## src/rtl/cmd_framer_pkg.sv

```systemverilog
// Shared command letters, output encodings and framer state type.
// Latency: n/a (definitions only).
// Backpressure: n/a.
package cmd_framer_pkg;

    // ASCII command letters accepted while idle
    localparam logic [7:0] CMD_AUTO   = 8'h61; // 'a'
    localparam logic [7:0] CMD_RND    = 8'h72; // 'r'
    localparam logic [7:0] CMD_STORED = 8'h73; // 's'
    localparam logic [7:0] CMD_USER   = 8'h69; // 'i'
    localparam logic [7:0] CMD_LOAD   = 8'h70; // 'p'
    localparam logic [7:0] CMD_WRITE  = 8'h77; // 'w'
    localparam logic [7:0] CMD_UPDATE = 8'h75; // 'u'

    typedef enum logic [1:0] {
        MODE_AUTO   = 2'd0,
        MODE_RND    = 2'd1,
        MODE_STORED = 2'd2,
        MODE_USER   = 2'd3
    } mode_e;

    typedef enum logic [1:0] {
        ERR_NONE    = 2'd0,
        ERR_CMD     = 2'd1,
        ERR_CSUM    = 2'd2,
        ERR_TIMEOUT = 2'd3
    } err_e;

    typedef enum logic [1:0] {
        ST_IDLE = 2'd0,
        ST_LOAD = 2'd1,
        ST_CSUM = 2'd2,
        ST_ADDR = 2'd3
    } state_e;

endpackage

```

## src/rtl/cmd_framer_frame_timeout.sv

```systemverilog
// Counts slow ticks since the last clear; pulses expire on the TICKS-th one.
// Latency: expire_o is combinational in the cycle of the expiring tick.
// Backpressure: none; a clear in the same cycle suppresses expiry.
module frame_timeout #(
    parameter int TICKS = 4,
    parameter int W     = 3
) (
    input  logic clk,
    input  logic rst_n,
    input  logic clr_i,
    input  logic en_i,
    input  logic tick_i,
    output logic expire_o
);

    logic [W-1:0] cnt_q;

    // A clear (accepted byte) outranks a coincident expiring tick
    assign expire_o = en_i && tick_i && !clr_i && (cnt_q == W'(TICKS - 1));

    // Tick counter: restarts on clear or on expiry, advances on enabled ticks
    always_ff @(posedge clk) begin
        if (!rst_n) begin
            cnt_q <= '0;
        end else if (clr_i || expire_o) begin
            cnt_q <= '0;
        end else if (en_i && tick_i) begin
            cnt_q <= cnt_q + W'(1);
        end
    end

endmodule

```

## src/rtl/cmd_framer.sv

```systemverilog
// Parses received bytes into mode selects, user intensities and pattern-RAM writes.
// Latency: effects of a byte accepted in cycle N appear on the outputs in cycle N+1.
// Backpressure: none; every rx_valid byte is consumed, frames abort on tick timeout.
module cmd_framer
    import cmd_framer_pkg::*;
#(
    parameter int DATA_BYTES    = 9,
    parameter int TIMEOUT_TICKS = 4,
    parameter int TO_W          = 3
) (
    input  logic                    clk,
    input  logic                    rst_n,
    input  logic                    rx_valid,
    input  logic [7:0]              rx_byte,
    input  logic                    tick,
    output logic [1:0]              mode,
    output logic [DATA_BYTES*8-1:0] user_int,
    output logic                    wr_en,
    output logic [7:0]              wr_addr,
    output logic [DATA_BYTES*8-1:0] wr_data,
    output logic                    err,
    output logic [1:0]              err_code
);

    localparam int DW    = DATA_BYTES * 8;
    localparam int CNT_W = $clog2(DATA_BYTES + 1);

    state_e           state_q;
    mode_e            mode_q;
    err_e             err_code_q;
    logic [DW-1:0]    user_int_q;
    logic [DW-1:0]    shadow_q;
    logic [DW-1:0]    staging_q;
    logic [CNT_W-1:0] cnt_q;
    logic [7:0]       acc_q;
    logic [7:0]       wr_addr_q;
    logic             wr_en_q;
    logic             err_q;
    logic             to_clr;
    logic             to_en;
    logic             to_expire;

    // Counter runs only inside a frame and restarts on every accepted byte
    assign to_clr = (state_q == ST_IDLE) || rx_valid;
    assign to_en  = (state_q != ST_IDLE);

    frame_timeout #(
        .TICKS (TIMEOUT_TICKS),
        .W     (TO_W)
    ) u_timeout (
        .clk      (clk),
        .rst_n    (rst_n),
        .clr_i    (to_clr),
        .en_i     (to_en),
        .tick_i   (tick),
        .expire_o (to_expire)
    );

    // Framer FSM with registered outputs; an accepted byte outranks a timeout
    always_ff @(posedge clk) begin
        if (!rst_n) begin
            state_q    <= ST_IDLE;
            mode_q     <= MODE_AUTO;
            err_code_q <= ERR_NONE;
            user_int_q <= '0;
            shadow_q   <= '0;
            staging_q  <= '0;
            cnt_q      <= '0;
            acc_q      <= '0;
            wr_addr_q  <= '0;
            wr_en_q    <= 1'b0;
            err_q      <= 1'b0;
        end else begin
            wr_en_q <= 1'b0;
            err_q   <= 1'b0;
            if (rx_valid) begin
                unique case (state_q)
                    ST_IDLE: begin
                        case (rx_byte)
                            CMD_AUTO:   mode_q <= MODE_AUTO;
                            CMD_RND:    mode_q <= MODE_RND;
                            CMD_STORED: mode_q <= MODE_STORED;
                            CMD_USER:   mode_q <= MODE_USER;
                            CMD_UPDATE: user_int_q <= shadow_q;
                            CMD_LOAD: begin
                                cnt_q   <= '0;
                                acc_q   <= '0;
                                state_q <= ST_LOAD;
                            end
                            CMD_WRITE:  state_q <= ST_ADDR;
                            default: begin
                                err_q      <= 1'b1;
                                err_code_q <= ERR_CMD;
                            end
                        endcase
                    end
                    ST_LOAD: begin
                        staging_q <= {staging_q[DW-9:0], rx_byte};
                        acc_q     <= acc_q ^ rx_byte;
                        cnt_q     <= cnt_q + CNT_W'(1);
                        if (cnt_q == CNT_W'(DATA_BYTES - 1)) begin
                            state_q <= ST_CSUM;
                        end
                    end
                    ST_CSUM: begin
                        if (rx_byte == acc_q) begin
                            shadow_q <= staging_q;
                        end else begin
                            err_q      <= 1'b1;
                            err_code_q <= ERR_CSUM;
                        end
                        state_q <= ST_IDLE;
                    end
                    ST_ADDR: begin
                        wr_addr_q <= rx_byte;
                        wr_en_q   <= 1'b1;
                        state_q   <= ST_IDLE;
                    end
                endcase
            end else if (to_expire) begin
                state_q    <= ST_IDLE;
                staging_q  <= '0;
                err_q      <= 1'b1;
                err_code_q <= ERR_TIMEOUT;
            end
        end
    end

    assign mode     = mode_q;
    assign user_int = user_int_q;
    assign wr_en    = wr_en_q;
    assign wr_addr  = wr_addr_q;
    assign wr_data  = shadow_q;
    assign err      = err_q;
    assign err_code = err_code_q;

endmodule

```

## config.mk

```make
export PLATFORM = sky130hd
export DESIGN_NAME = cmd_framer
export DESIGN_NICKNAME = d
export VERILOG_FILES = /design/src/rtl/cmd_framer_pkg.sv /design/src/rtl/cmd_framer_frame_timeout.sv /design/src/rtl/cmd_framer.sv
export SDC_FILE = /design/constraint.sdc
export NUM_CORES = 1
export LEC_CHECK = 0
export BUFFER_PORTS_ARGS = -buffer_cell sky130_fd_sc_hd__buf_2
export CORE_ASPECT_RATIO = 1.75
export CORE_MARGIN = 8
export CORE_UTILIZATION = 60
export DETAILED_ROUTE_END_ITERATION = 10
export GPL_TIMING_DRIVEN = 1
export MAX_ROUTING_LAYER = met4
export PLACE_DENSITY = 0.95
export SLEW_MARGIN = 40
export SYNTH_ARGS = -nofsm -noshare
export SYNTH_HDL_FRONTEND = slang
export SYNTH_HIERARCHICAL = 1
export SYNTH_SLANG_ARGS = --single-unit
```

## constraint.sdc

```tcl
create_clock -name clk -period 4.34 [get_ports clk]
set_input_delay 0.868 -clock clk [delete_from_list [all_inputs] [get_ports clk]]
set_output_delay 0.868 -clock clk [all_outputs]
set_load 0.02 [all_outputs]
```

* Word-level counts from Yosys, hierarchy flattened
Index checks and enable logic that the tools add are counted.
Storage, ports and cells: RAM bits 0, memories 0, output and inout port bits 158, bits of input ports 12, bits in read-only memories 0, register bits 247, latch bits 0, word-level logic and storage cells 83
Cells by class: shifts and indexed selects 0, order comparisons 0, bitwise logic cells 2, div/mod/pow operators 0, reductions and logical operators 23, multipliers 0, equality and inequality tests 20, muxes and demuxes 24, $add $sub $neg 2
Operator list (count):
- $mux W72 | 3
- $eq A8 B7 Y1 const B | 7
- $pmux W8 S2 | 1
- $reduce_and A3 Y1 | 5
- $mux W2 | 7
- $ne A3 B3 Y1 const B | 3
- $eq A8 B8 Y1 | 1
- $mux W8 | 1
- $pmux W2 S2 | 2
- $pmux W2 S4 | 1
- $pmux W4 S2 | 1
- $xor A8 B8 Y8 | 1
- $reduce_or A7 Y1 | 1
- $pmux W2 S3 | 1
- $reduce_and A2 Y1 | 3
- $reduce_bool A2 Y1 | 3
- $mux W1 | 5
- $add A4 B1 Y4 const B | 1
- $eq A2 B2 Y1 const B | 2
- $eq A4 B4 Y1 const B | 1
- $mux W4 | 1
- $ne A2 B1 Y1 const B | 2
- $ne A4 B2 Y1 const B | 1
- $reduce_and A4 Y1 | 1
- 12 further kinds | 16

* Logic depth before layout (Yosys ltp)
Gate-level depths: netlist of run 1.
depth in word-level cells 7, gate-level depth with buffers 9

* Cells and area by module
Netlist of run 1, hierarchy kept.
By module, submodules not included:
- cmd_framer | cells an instance 1128, area an instance 9320.2 um2, seq. area each 4884.7 um2, instances 1
- frame_timeout | cells an instance 17, area an instance 182.7 um2, seq. area each 60.1 um2, instances 1

* Worst setup path before layout of run 1
OpenSTA, ideal clock, no wires.
path kind in2reg, start input port rx_valid, end register staging_q[41], data arrival time 2.347 ns, setup time 0.070 ns, cell stages on the path 8, path buffers 3, required time 4.270 ns, setup slack 1.923 ns, cell sequence clkbuf_1 -> nand2b_1 -> and4b_2 -> nand2b_1 -> clkbuf_1 -> buf_1 -> nand3_1 -> a21oi_1
On the way: cells in the longest elaborated chain, start to end 6, elaborated cells between the ends (all ways) 8, those cells by class eq/ne: 1; mux: 1; reduce/logical: 6
RTL lines:
- start, declared | line cmd_framer.sv:13 | input logic rx_valid,
- $logic_or A1 B1 Y1 | line cmd_framer.sv:44 | assign to_clr = (state_q == ST_IDLE) || rx_valid;
- via to_clr | line cmd_framer.sv:39 | logic to_clr;
- $logic_not A1 Y1 | line cmd_framer_frame_timeout.sv:19 | assign expire_o = en_i && tick_i && !clr_i && (cnt_q == W'(TICKS - 1));
- $logic_and A1 B1 Y1 (2 in a row) | line cmd_framer_frame_timeout.sv:19
- via to_expire | line cmd_framer.sv:41 | logic to_expire;
- $reduce_bool A2 Y1 (no line)
- $reduce_and A2 Y1 (no line)
- end signal, assigned | line cmd_framer.sv:98 | staging_q <= {staging_q[DW-9:0], rx_byte};
- end, declared | line cmd_framer.sv:33 | logic [DW-1:0] staging_q;
The timed path passes the listed nets, and every way through them passes these cells. A chain may end at the register's enable or synchronous reset.

* Final worst setup path of run 1
start input port rx_valid, end register user_int_q[36] (netlist: user_int[36])
On the way: cells in the longest elaborated chain, start to end 1
RTL lines:
- $reduce_and A3 Y1 (no line)
- end signal, assigned | line cmd_framer.sv:84 | CMD_UPDATE: user_int_q <= shadow_q;
- end, declared | line cmd_framer.sv:31 | logic [DW-1:0] user_int_q;
No other way between the ends.

==> run_results.csv, run 1 <==
group,metric,value,unit
outcome,outcome,"finished, final reports clean",
timing,fin_crit_sh,65.8,%
timing,transition_time_of_the_tightest_slew_check_pin,0.769,ns
layout,postLayoutCoreUtil,69.7,%
power_and_ir_drop,ir_drop,0.000324,V
synth,ys_seq_elements,247,
global_routing,grtUsageTotal,23.5,%
clock_network,cts_made_buffers,21,
synth,muxShareOfSynthArea,7.58,%
clock_network,clockRootBuffer,"clkbuf_16",
clock_network,clock_sink_count,247,
global_routing,grt_start_max_net_pins,171,
global_routing,grt_antenna_before_repair,0,
setup_path,crit_chain,"buf_2 > or3b_1 > or4_2 > buf_4 > nand2_1 > a21oi_1",
setup_path,cp.buffers_inverters,2,
synth,post_synth_fa_ha_maj_area_fraction,0.527,%
routing,drt_iter0_markers,646,
floorplanning,die-area,0.0203,mm^2
clock_network,clock_tree.htree_level_count,1,
synth,synth_top_family_by_area,"simple AND/OR/NAND/NOR gates",
synth,synthFlopType,"dfxtp_1",
layout,fillerInstances,1189,
timing,fin_tns_setup,0,ns
routing,drc_errors,0,
synth,synth_enable_flop_cells,0,
timing,final-max-slew-violation-count,0,
floorplanning,initial_core_util,60.4,%
setup_path,arrival,3.19,ns
layout,stdcell_count,1460,
layout,mostFrequentLayoutCell,"nand2_1",
layout,final_nets,1274,
worst_hold_path,worst_hold_path_class,"flip-flop to flip-flop",
clock_network,max-clock-path-buffers,3,
timing,report.final.hold_viol_count,0,
run,timing.max_cap.violations,0,
floorplanning,floorplan.die.width,111,um
synth,post_synth_inst_count,1145,
timing,timing.final.crit_period,2.86,ns
routing,ant_nets_after_route,0,
synth,avgSynthCellArea,8.30,um^2
timing,post-route-worst-setup-slack,1.48,ns
power_and_ir_drop,pwr_density_cell,382,mW/mm^2
setup_path,worst_setup_path_end_kind,"flip-flop",
routing,vias_after_detailed_routing,8439,
clock_network,cts.repair_timing.setup_buffer_count,0,
clock_network,cts-hold-fix-buffers,0,
setup_path,path_delay_family,"simple AND/OR/NAND/NOR gates",
layout,num_antenna_cells,0,
routing,routed_wl,24.8,mm
placement,hpwlAfterDp,16.2,mm
routing,drt_pass1_iterations,6,
synth,synth_cell_types,46,
clock_network,clock_latency_on_the_worst_skew_pair,0.49,ns
timing,fmax,0.350,GHz
global_routing,vias_in_the_first_global_route,8154,
setup_path,max_fanout_on_critical_path,43,
synth,synth-simple-area-share,23.8,%
routing,wl_per_cell,17.0,um
synth,yosys.area_share.xor_xnor,0.737,%
setup_path,crit_path_top_delay_cell,"or4_2",
power_and_ir_drop,static_leakage_power,4.03,nW
placement,dp_cells,1424,
routing,viasPerCell,5.78,
layout,most-common-layout-cells,"390 x nand2_1, 247 x dfxtp_1, 169 x a21oi_1",
setup_path,timing.critical_path.from_type,"input port",
clock_network,cts_tree,"done",
synth,compound_cell_area_share_of_the_yosys_netlist,10.8,%
layout,area_growth_from_synthesis_to_layout,15.4,%
timing,rsz0062_at_grt,"false",
placement,finalWeightedCongestion,0.910,
synth,synthArstFlopShare,0,%
synth,seq_area_frac_synth,52.0,%
placement,detailedPlace.worstSlack,1.05,ns
synth,netlist_area,0.00950,mm^2
synth,number_of_nets_produced_by_synthesis,1161,
placement,port_buffers,169,
clock_network,post_cts.resized_instances,0,
floorplanning,ioPinCount,170,
global_routing,grt_remaining_overflow,0,
setup_path,worst-setup-path-type,"input port to flip-flop",
global_routing,global_route_wire_length_before_repair,39.8,mm
floorplanning,fp-row-count,61,
timing,max_slew_margin,48.6,%
synth,yosys_warnings,6,
setup_path,critPathRequiredTime,4.68,ns
floorplanning,floorplan.core_area,0.0157,mm^2
timing,final.hold.worst_slack,0.445,ns
floorplanning,dieHeight,182,um
timing,final.setup_skew,0.0129,ns
timing,setup_viol,0,
clock_network,clk_pin_slew,0.06,ns
setup_path,cp_slowest_stage_delay,1.03,ns
setup_path,worst-r2r-setup-slack,1.59,ns
layout,drive_above_1_share,17.6,%
[path summary, 6_finish.rpt]
kind	start	endpoint	depth (start not counted)
worst max-delay path	rx_valid	user_int[36]	6
worst min-delay path	user_int[45]	user_int[45]	2
worst max register to register	state_q[1]	user_int[36]	5
worst min register to register	user_int[45]	user_int[45]	2
[tightest hold or removal path, cell delays in order, from the launching register on]
cell and delay (ns):
dfxtp_1 0.31, nand2_1 0.05, a21oi_1 0.05
[where the power goes]
| part | switching [mW] | internal [mW] |
|---|---|---|
| sequential | 0.00143 | 2.27 |
| combinational | 0.0732 | 0.0175 |
| clock | 0.802 | 1.03 |
| total | 0.876 | 3.31 |
[Yosys cell counts, drive strengths merged (2+ instances only)]
master,n,area [um^2]
nand2,390,1460
nor3b,3,22.5
nor3,4,20.0
a21oi,169,846
nor2b,4,25.0
ha,4,50.1
o211ai,3,22.5
a311oi,4,35.0
or3,6,37.5
nand2b,5,31.3
nand3b,2,15.0
mux2i,72,721
xnor2,8,70.1
or2,9,56.3
and3b,4,35.0
clkbuf,57,214
or4,2,15.0
nor4,2,27.5
nand3,75,375
a21bo,3,30.0
nor2,8,30.0
o21ai,4,20.0
nand4bb,2,22.5
buf,31,191
and3,2,12.5
inv,7,26.3
nand4,4,25.0
dfxtp,247,4940
[kinds of logic (layout without fill, tap and decap cells)]
kind of cell,after synthesis,count (layout)
AND/OR/NAND/NOR,527,527
flip-flops,247,247
AO/OA/AOI/OAI,192,192
buffers and inverters,95,221
multiplexers,72,72
XOR/XNOR,8,8
adder cells (fa/ha/maj),4,4
[stage by stage]
stage | instance area (um^2) | power (mW)
global route | 11000 | 4.30
finish | 11000 | 4.19
CTS | 11000 | 4.21
floorplan | 9500 | 2.39
global placement | 10300 | 2.41
detailed placement | 10300 | 2.41
[routing by layer]
layer / vias up / share of wire, % / track usage (%)
li1: 4023 / - / -
met1: 4035 / 37 / 24.2
met2: 311 / 53 / 42.5
met3: 70 / 5.7 / 3.91
met4: 0 / 4.2 / 11.2
met5: - / 0 / -
[cell type report]
| type | count | area, um^2 | area share [%] |
|---|---|---|---|
| inverters | 7 | 38.8 | 0.354 |
| multi-input cells | 803 | 4150 | 37.8 |
| repair buffers | 178 | 941 | 8.58 |
| flip-flops and latches | 247 | 4940 | 45.1 |
| well taps | 189 | 236 | 2.16 |
| clock inverters | 3 | 43.8 | 0.399 |
| clock buffers | 33 | 611 | 5.57 |
[registers in the layout, summed over array words and instances (netlist names), 2 cells and up]
name / flops
acc_q: 8
staging_q: 72
state_q: 2
cnt_q: 4
err_code: 2
wr_addr: 8
user_int: 72
wr_data: 72
mode: 2
u_timeout/cnt_q: 3
Note: power is estimated with default switching activity, not from simulation.
==> inputs of run 2 (changes only) <==
--- a/config.mk
+++ b/config.mk
@@ -5,14 +5,15 @@
 export SDC_FILE = /design/constraint.sdc
 export NUM_CORES = 1
 export LEC_CHECK = 0
+export ABC_AREA = 1
 export BUFFER_PORTS_ARGS = -buffer_cell sky130_fd_sc_hd__buf_2
 export CORE_ASPECT_RATIO = 1.75
 export CORE_MARGIN = 8
-export CORE_UTILIZATION = 60
+export CORE_UTILIZATION = 55
 export DETAILED_ROUTE_END_ITERATION = 10
 export GPL_TIMING_DRIVEN = 1
 export MAX_ROUTING_LAYER = met4
-export PLACE_DENSITY = 0.95
+export PLACE_DENSITY = 0.89
 export SLEW_MARGIN = 40
 export SYNTH_ARGS = -nofsm -noshare
 export SYNTH_HDL_FRONTEND = slang
==> constraint.sdc (replaced) <==
create_clock -name clk -period 2.8 [get_ports clk]
set_input_delay 0.56 -clock clk [delete_from_list [all_inputs] [get_ports clk]]
set_output_delay 0.56 -clock clk [all_outputs]
set_load 0.02 [all_outputs]
==> run_results.csv, run 2 <==
group,metric,value,unit
global_routing,grt_remaining_overflow,0,
global_routing,grt_antenna_before_repair,0,
layout,fillerInstances,1440,
setup_path,worst-r2r-cell-count,10,
setup_path,worst-setup-path-type,"flip-flop to flip-flop",
synth,synth_top_family_by_area,"simple AND/OR/NAND/NOR gates",
timing,timing.final.crit_period,2.05,ns
power_and_ir_drop,static_leakage_power,4.38,nW
timing,transition_time_of_the_tightest_slew_check_pin,0.790,ns
setup_path,path_delay_family,"buffers and inverters",
setup_path,cp_num_cells,10,
layout,area_growth_from_synthesis_to_layout,16.8,%
clock_network,cts_made_buffers,22,
placement,hpwlAfterDp,16.5,mm
setup_path,cp_slowest_stage_delay,0.55,ns
synth,post_synth_inst_count,1209,
timing,final-max-slew-violation-count,0,
floorplanning,fp-row-count,63,
floorplanning,floorplan.core_area,0.0169,mm^2
clock_network,clockRootBuffer,"clkbuf_16",
routing,drc_errors,0,
global_routing,grtUsageTotal,22.6,%
synth,yosys.area_share.xor_xnor,0.0928,%
layout,drive_above_1_share,17.9,%
synth,synth_cell_types,25,
routing,viasPerCell,5.40,
synth,synth_area_leaders,"dfxtp_1 52%, a21oi_1 13%, nand2_1 8.4%, nand3_1 8.2%, o21ai_0 4.9%",
layout,most-common-layout-cells,"247 x dfxtp_1, 241 x a21oi_1, 210 x nand2_1",
clock_network,clock_sink_count,247,
clock_network,cts-hold-fix-buffers,0,
layout,final_nets,1343,
setup_path,crit_path_top_delay_cell,"buf_4",
clock_network,clock_latency_on_the_worst_skew_pair,0.50,ns
placement,finalWeightedCongestion,0.902,
synth,seq_area_frac_synth,52.4,%
timing,fin_crit_sh,73.3,%
synth,ys_seq_elements,247,
timing,rsz0062_at_grt,"false",
floorplanning,initial_core_util,55.9,%
placement,port_buffers,169,
synth,synth_enable_flop_cells,0,
routing,routed_met3_length,1.16,mm
power_and_ir_drop,pwr_density_cell,642,mW/mm^2
synth,synth-simple-area-share,19.1,%
clock_network,post_cts.resized_instances,0,
timing,fmax,0.487,GHz
routing,vias_after_detailed_routing,8473,
worst_hold_path,hold_path_depth,3,
timing,report.final.hold_viol_count,0,
layout,mostFrequentLayoutCell,"dfxtp_1",
synth,avgSynthCellArea,7.80,um^2
synth,synth_top_area_cell,"dfxtp_1",
floorplanning,ioPinCount,170,
synth,post_synth_fa_ha_maj_area_fraction,0.531,%
routing,ant_nets_after_route,0,
timing,fin_tns_setup,0,ns
global_routing,vias_in_the_first_global_route,8152,
outcome,outcome,"finished, final reports clean",
routing,route.top_layer_used,"met4",
clock_network,clock_tree.htree_level_count,1,
floorplanning,floorplan.die.width,115,um
timing,max_slew_margin,47.3,%
setup_path,timing.critical_path.from_type,"flip-flop",
clock_network,cts_tree,"done",
setup_path,crit_chain,"inv_1 > nand2_1 > nand2_2 > inv_2 > nand2_2 > inv_1 > nand2_2 > buf_4 > nand3_1 > a21oi_1",
global_routing,global_route_wire_length_before_repair,39.6,mm
setup_path,cell_repeated_most_along_the_worst_path,"nand2_2",
setup_path,cp.buffers_inverters,4,
synth,most_numerous_cell_types_in_the_synthesized_netlist,"247 x dfxtp_1, 241 x a21oi_1, 211 x nand2_1",
setup_path,worst_setup_path_end_kind,"flip-flop",
clock_network,cts.repair_timing.setup_buffer_count,0,
routing,met1Wirelength,9.00,mm
synth,synthArstFlopShare,0,%
run,timing.max_cap.violations,0,
power_and_ir_drop,totalPowerFinal,7.07,mW
placement,dp_cells,1530,
routing,detail_route_met2_wl,13.2,mm
routing,wl_per_cell,15.6,um
worst_hold_path,worst_hold_path_class,"input port to flip-flop",
routing,drt_iter0_markers,556,
clock_network,clk_pin_slew,0.06,ns
floorplanning,die-area,0.0218,mm^2
layout,stdcell_count,1568,
synth,muxShareOfSynthArea,0,%
setup_path,max_fanout_on_critical_path,72,
routing,routed_wl,24.4,mm
synth,number_of_nets_produced_by_synthesis,1225,
setup_path,critPathRequiredTime,3.23,ns
routing,drt_pass1_iterations,5,
setup_path,arrival,2.48,ns
global_routing,grt_start_max_net_pins,146,
timing,final.setup_skew,0.0103,ns
synth,yosys_warnings,6,
floorplanning,dieHeight,189,um
layout,num_antenna_cells,0,
clock_network,max-clock-path-buffers,3,
synth,post-synth-top-area-fraction,52.4,%
synth,compound_cell_area_share_of_the_yosys_netlist,18.1,%
synth,synthMostInstantiatedCell,"dfxtp_1",
synth,synthFlopType,"dfxtp_1",
power_and_ir_drop,ir_drop,0.000460,V
synth,netlist_area,0.00943,mm^2
timing,setup_viol,0,
## run 2: kinds of logic (layout without fill, tap and decap cells)
family,count (synthesis),after routing
AND/OR/NAND/NOR,412,412
AO/OA/AOI/OAI,338,338
flip-flops,247,247
buffers and inverters,207,339
adder cells (fa/ha/maj),4,4
XOR/XNOR,1,1
## run 2: final timing paths
path               from       endpoint  slack [ns]
min reg2reg  wr_addr[4]     wr_addr[4]        0.44
max reg2reg  state_q[0]  staging_q[47]        0.75
min          rx_byte[2]   staging_q[2]        0.38
max          state_q[0]  staging_q[47]        0.75
## run 2: tightest hold or removal path: cells and delay by family
| kind | cells | cell delay [ns] |
|---|---|---|
| compound gates | 1 | 0.06 |
| simple gates | 1 | 0.07 |
| buf+inv | 1 | 0.13 |
## run 2: final cells by class
class	count	area (um^2)	share of cell area [%]
Inverter	118	445	4.04
Multi-Input combinational cell	755	3570	32.4
Sequential cell	247	4940	44.9
Clock buffer	30	652	5.92
Timing Repair Buffer	183	1000	9.09
Tap cell	227	284	2.58
Clock inverter	8	115	1.05
## run 2: report_power, final
group,internal [mW],switching [mW]
logic,0.0818,0.258
clock network,1.90,1.27
registers,3.54,0.0188
total,5.52,1.55
## run 2: through the flow
| step | worst slack [ns] | hold slack (ns) | util (%) | cell area, um^2 |
|---|---|---|---|---|
| finish | 0.748 | 0.380 | 65.3 | 11000 |
| global route | 0.520 | 0.380 | 65.3 | 11000 |
| CTS | 0.780 | 0.358 | 65.3 | 11000 |
| detailed placement | 0.612 | 0.438 | 60.7 | 10200 |
| global placement | 0.677 | 0.431 | 60.7 | 10200 |
| floorplan | 1.14 | 0.444 | - | 9430 |
## run 2: routing by layer
metal / track usage, % / up-vias
met2: 41.3 / 263
met5: - / -
met3: 2.65 / 83
li1: - / 4199
met4: 11.4 / 0
met1: 22.9 / 3928
==> inputs of run 3 (changes only) <==
==> constraint.sdc (replaced) <==
create_clock -name clk -period 2.1 [get_ports clk]
set_input_delay 0.42 -clock clk [delete_from_list [all_inputs] [get_ports clk]]
set_output_delay 0.42 -clock clk [all_outputs]
set_load 0.02 [all_outputs]
==> run_results.csv, run 3 (synthesized netlist as in run 2, its figures left out) <==
group,metric,value,unit
floorplanning,initial_core_util,55.9,%
placement,detailedPlace.worstSlack,0.142,ns
clock_network,cts.repair_timing.setup_buffer_count,0,
layout,area_growth_from_synthesis_to_layout,18.5,%
routing,viasPerCell,5.46,
setup_path,worst_setup_path_end_kind,"flip-flop",
setup_path,rr_endpoint,"err_code[0]",
global_routing,global_route_wire_length_before_repair,39.6,mm
setup_path,critPathRequiredTime,2.50,ns
floorplanning,fp-row-count,63,
timing,final.setup_skew,0.0156,ns
floorplanning,floorplan.die.width,115,um
setup_path,crit_chain,"inv_1 > nand2_1 > nand2_1 > nor2_1 > nand2_2 > inv_1 > nor2_1 > a21oi_1 > nand2_1 > inv_1 > nand3_1 > nand2_1 > nor2_1",
global_routing,vias_in_the_first_global_route,8191,
worst_hold_path,hold_path_startpoint,"rx_byte[7]",
setup_path,worst-setup-path-type,"flip-flop to flip-flop",
power_and_ir_drop,static_leakage_power,4.46,nW
routing,drt_iter0_markers,658,
setup_path,max_fanout_on_critical_path,6,
power_and_ir_drop,pwr_density_cell,855,mW/mm^2
clock_network,cts_tree,"done",
power_and_ir_drop,ir_drop,0.00110,V
setup_path,cell_repeated_most_along_the_worst_path,"nand2_1",
setup_path,crit_path_top_delay_cell,"dfxtp_1",
routing,drt_pass1_iterations,6,
clock_network,clk_pin_slew,0.07,ns
power_and_ir_drop,power_switching_share,21.9,%
setup_path,timing.critical_path.from_type,"flip-flop",
setup_path,worst-r2r-cell-count,13,
floorplanning,dieHeight,189,um
routing,wl_per_cell,15.6,um
power_and_ir_drop,power.share.combinational,4.9,%
outcome,outcome,"finished, final reports clean",
clock_network,clockRootBuffer,"clkbuf_16",
layout,num_antenna_cells,0,
setup_path,path_delay_family,"simple AND/OR/NAND/NOR gates",
floorplanning,floorplan.core_area,0.0169,mm^2
floorplanning,die-area,0.0218,mm^2
layout,most-common-layout-cells,"247 x dfxtp_1, 241 x a21oi_1, 210 x nand2_1",
routing,drc_errors,0,
layout,drive_above_1_share,18.4,%
power_and_ir_drop,p_int,7.46,mW
timing,timing.final.crit_period,1.87,ns
worst_hold_path,hold_path_depth,3,
routing,vias_after_detailed_routing,8603,
timing,final-max-slew-violation-count,0,
global_routing,grtUsageTotal,22.6,%
timing,transition_time_of_the_tightest_slew_check_pin,0.485,ns
timing,post-route-worst-setup-slack,0.229,ns
timing,report.final.hold_viol_count,0,
setup_path,worst-r2r-setup-slack,0.23,ns
timing,setup_viol,0,
setup_path,cp.buffers_inverters,3,
setup_path,arrival,2.27,ns
setup_path,r2r-start,"state_q[0]",
global_routing,grt_start_max_net_pins,95,
global_routing,grt_antenna_before_repair,0,
placement,finalWeightedCongestion,0.845,
clock_network,post_cts.resized_instances,0,
timing,max_slew_margin,67.6,%
power_and_ir_drop,seqPwrFrac,49.6,%
routing,routed_wl,24.7,mm
clock_network,max-clock-path-buffers,3,
timing,fmax,0.534,GHz
clock_network,cts_made_buffers,22,
global_routing,grt_remaining_overflow,0,
timing,fin_tns_setup,0,ns
clock_network,clock_latency_on_the_worst_skew_pair,0.50,ns
run,timing.max_cap.violations,0,
clock_network,clock_tree.htree_level_count,1,
routing,ant_nets_after_route,0,
clock_network,clock_sink_count,247,
power_and_ir_drop,power.switching,2.10,mW
power_and_ir_drop,totalPowerFinal,9.56,mW
timing,fin_crit_sh,89.1,%
worst_hold_path,min_delay_worst_endpoint,"staging_q[7]",
placement,hpwlAfterDp,16.4,mm
layout,mostFrequentLayoutCell,"dfxtp_1",
placement,port_buffers,169,
floorplanning,ioPinCount,170,
timing,rsz0062_at_grt,"false",
power_and_ir_drop,clockPowerShare,45.5,%
layout,final_nets,1351,
setup_path,cp_slowest_stage_delay,0.44,ns
worst_hold_path,worst_hold_path_class,"input port to flip-flop",
clock_network,cts-hold-fix-buffers,0,
## run 3: cell count changes in the layout (fill, tap and decap cells not counted), sizes merged
cell,delta
clkinv,-3
inv,+1
buf,+8
clkbuf,+2
clkinvlp,+1
## run 3: final cells by class
| class | count | area (um^2) |
|---|---|---|
| tap | 227 | 284 |
| multi-input combinational | 755 | 3570 |
| clock inverter | 7 | 119 |
| inverter | 118 | 445 |
| clock buffer | 32 | 679 |
| fill | 1480 | 5690 |
| timing repair buffer | 191 | 1140 |
| sequential | 247 | 4940 |
## run 3: worst max-delay path by stage
stage               startpoint       endpoint  slack [ns]  cells past startpoint
finish              state_q[0]    err_code[0]        0.23                     13
global route        state_q[0]    err_code[1]       0.008                     13
CTS                 state_q[0]    err_code[0]        0.24                     13
detailed placement    rx_valid    user_int[0]        0.14                      9
global placement      rx_valid   user_int[41]        0.20                      9
floorplan           state_q[0]  staging_q[10]        0.51                     10
## run 3: worst reg2reg max path, cell delays in order (launching register included)
cell	delay (ns)
dfxtp_1	0.44
inv_1	0.16
nand2_1	0.18
nand2_1	0.09
nor2_1	0.14
nand2_2	0.07
inv_1	0.10
nor2_1	0.07
a21oi_1	0.12
nand2_1	0.06
inv_1	0.15
nand3_1	0.10
nand2_1	0.07
nor2_1	0.04
## run 3: power by group through the flow
stage,Combinational [mW],Clock [mW],Sequential (mW)
finish,0.467,4.35,4.74
global route,0.518,4.59,4.74
CTS,0.466,4.40,4.74
detailed placement,0.460,0,4.85
global placement,0.455,0,4.84
floorplan,0.329,0,4.85
## run 3: routing by layer
metal / routed length (um) / GRT usage (%) / share of wire (%) / up-vias
li1: - / - / - / 4223
met3: 1320 / 2.87 / 5.3 / 70
met4: 1080 / 10.9 / 4.4 / 0
met1: 8790 / 22.8 / 36 / 4015
met5: 0 / - / 0 / -
met2: 13500 / 41.5 / 55 / 295
## run 3: per-stage QoR
stage          util [%]  hold slack (ns)  std cells  area, um^2
6_report           66.3            0.224       1577       11200
5_1_grt            66.3            0.221       1577       11200
2_1_floorplan         -            0.444       1209        9430
3_3_place_gp       61.5            0.429       1538       10400
3_5_place_dp       61.5            0.433       1538       10400
4_1_cts            66.3            0.210       1577       11200
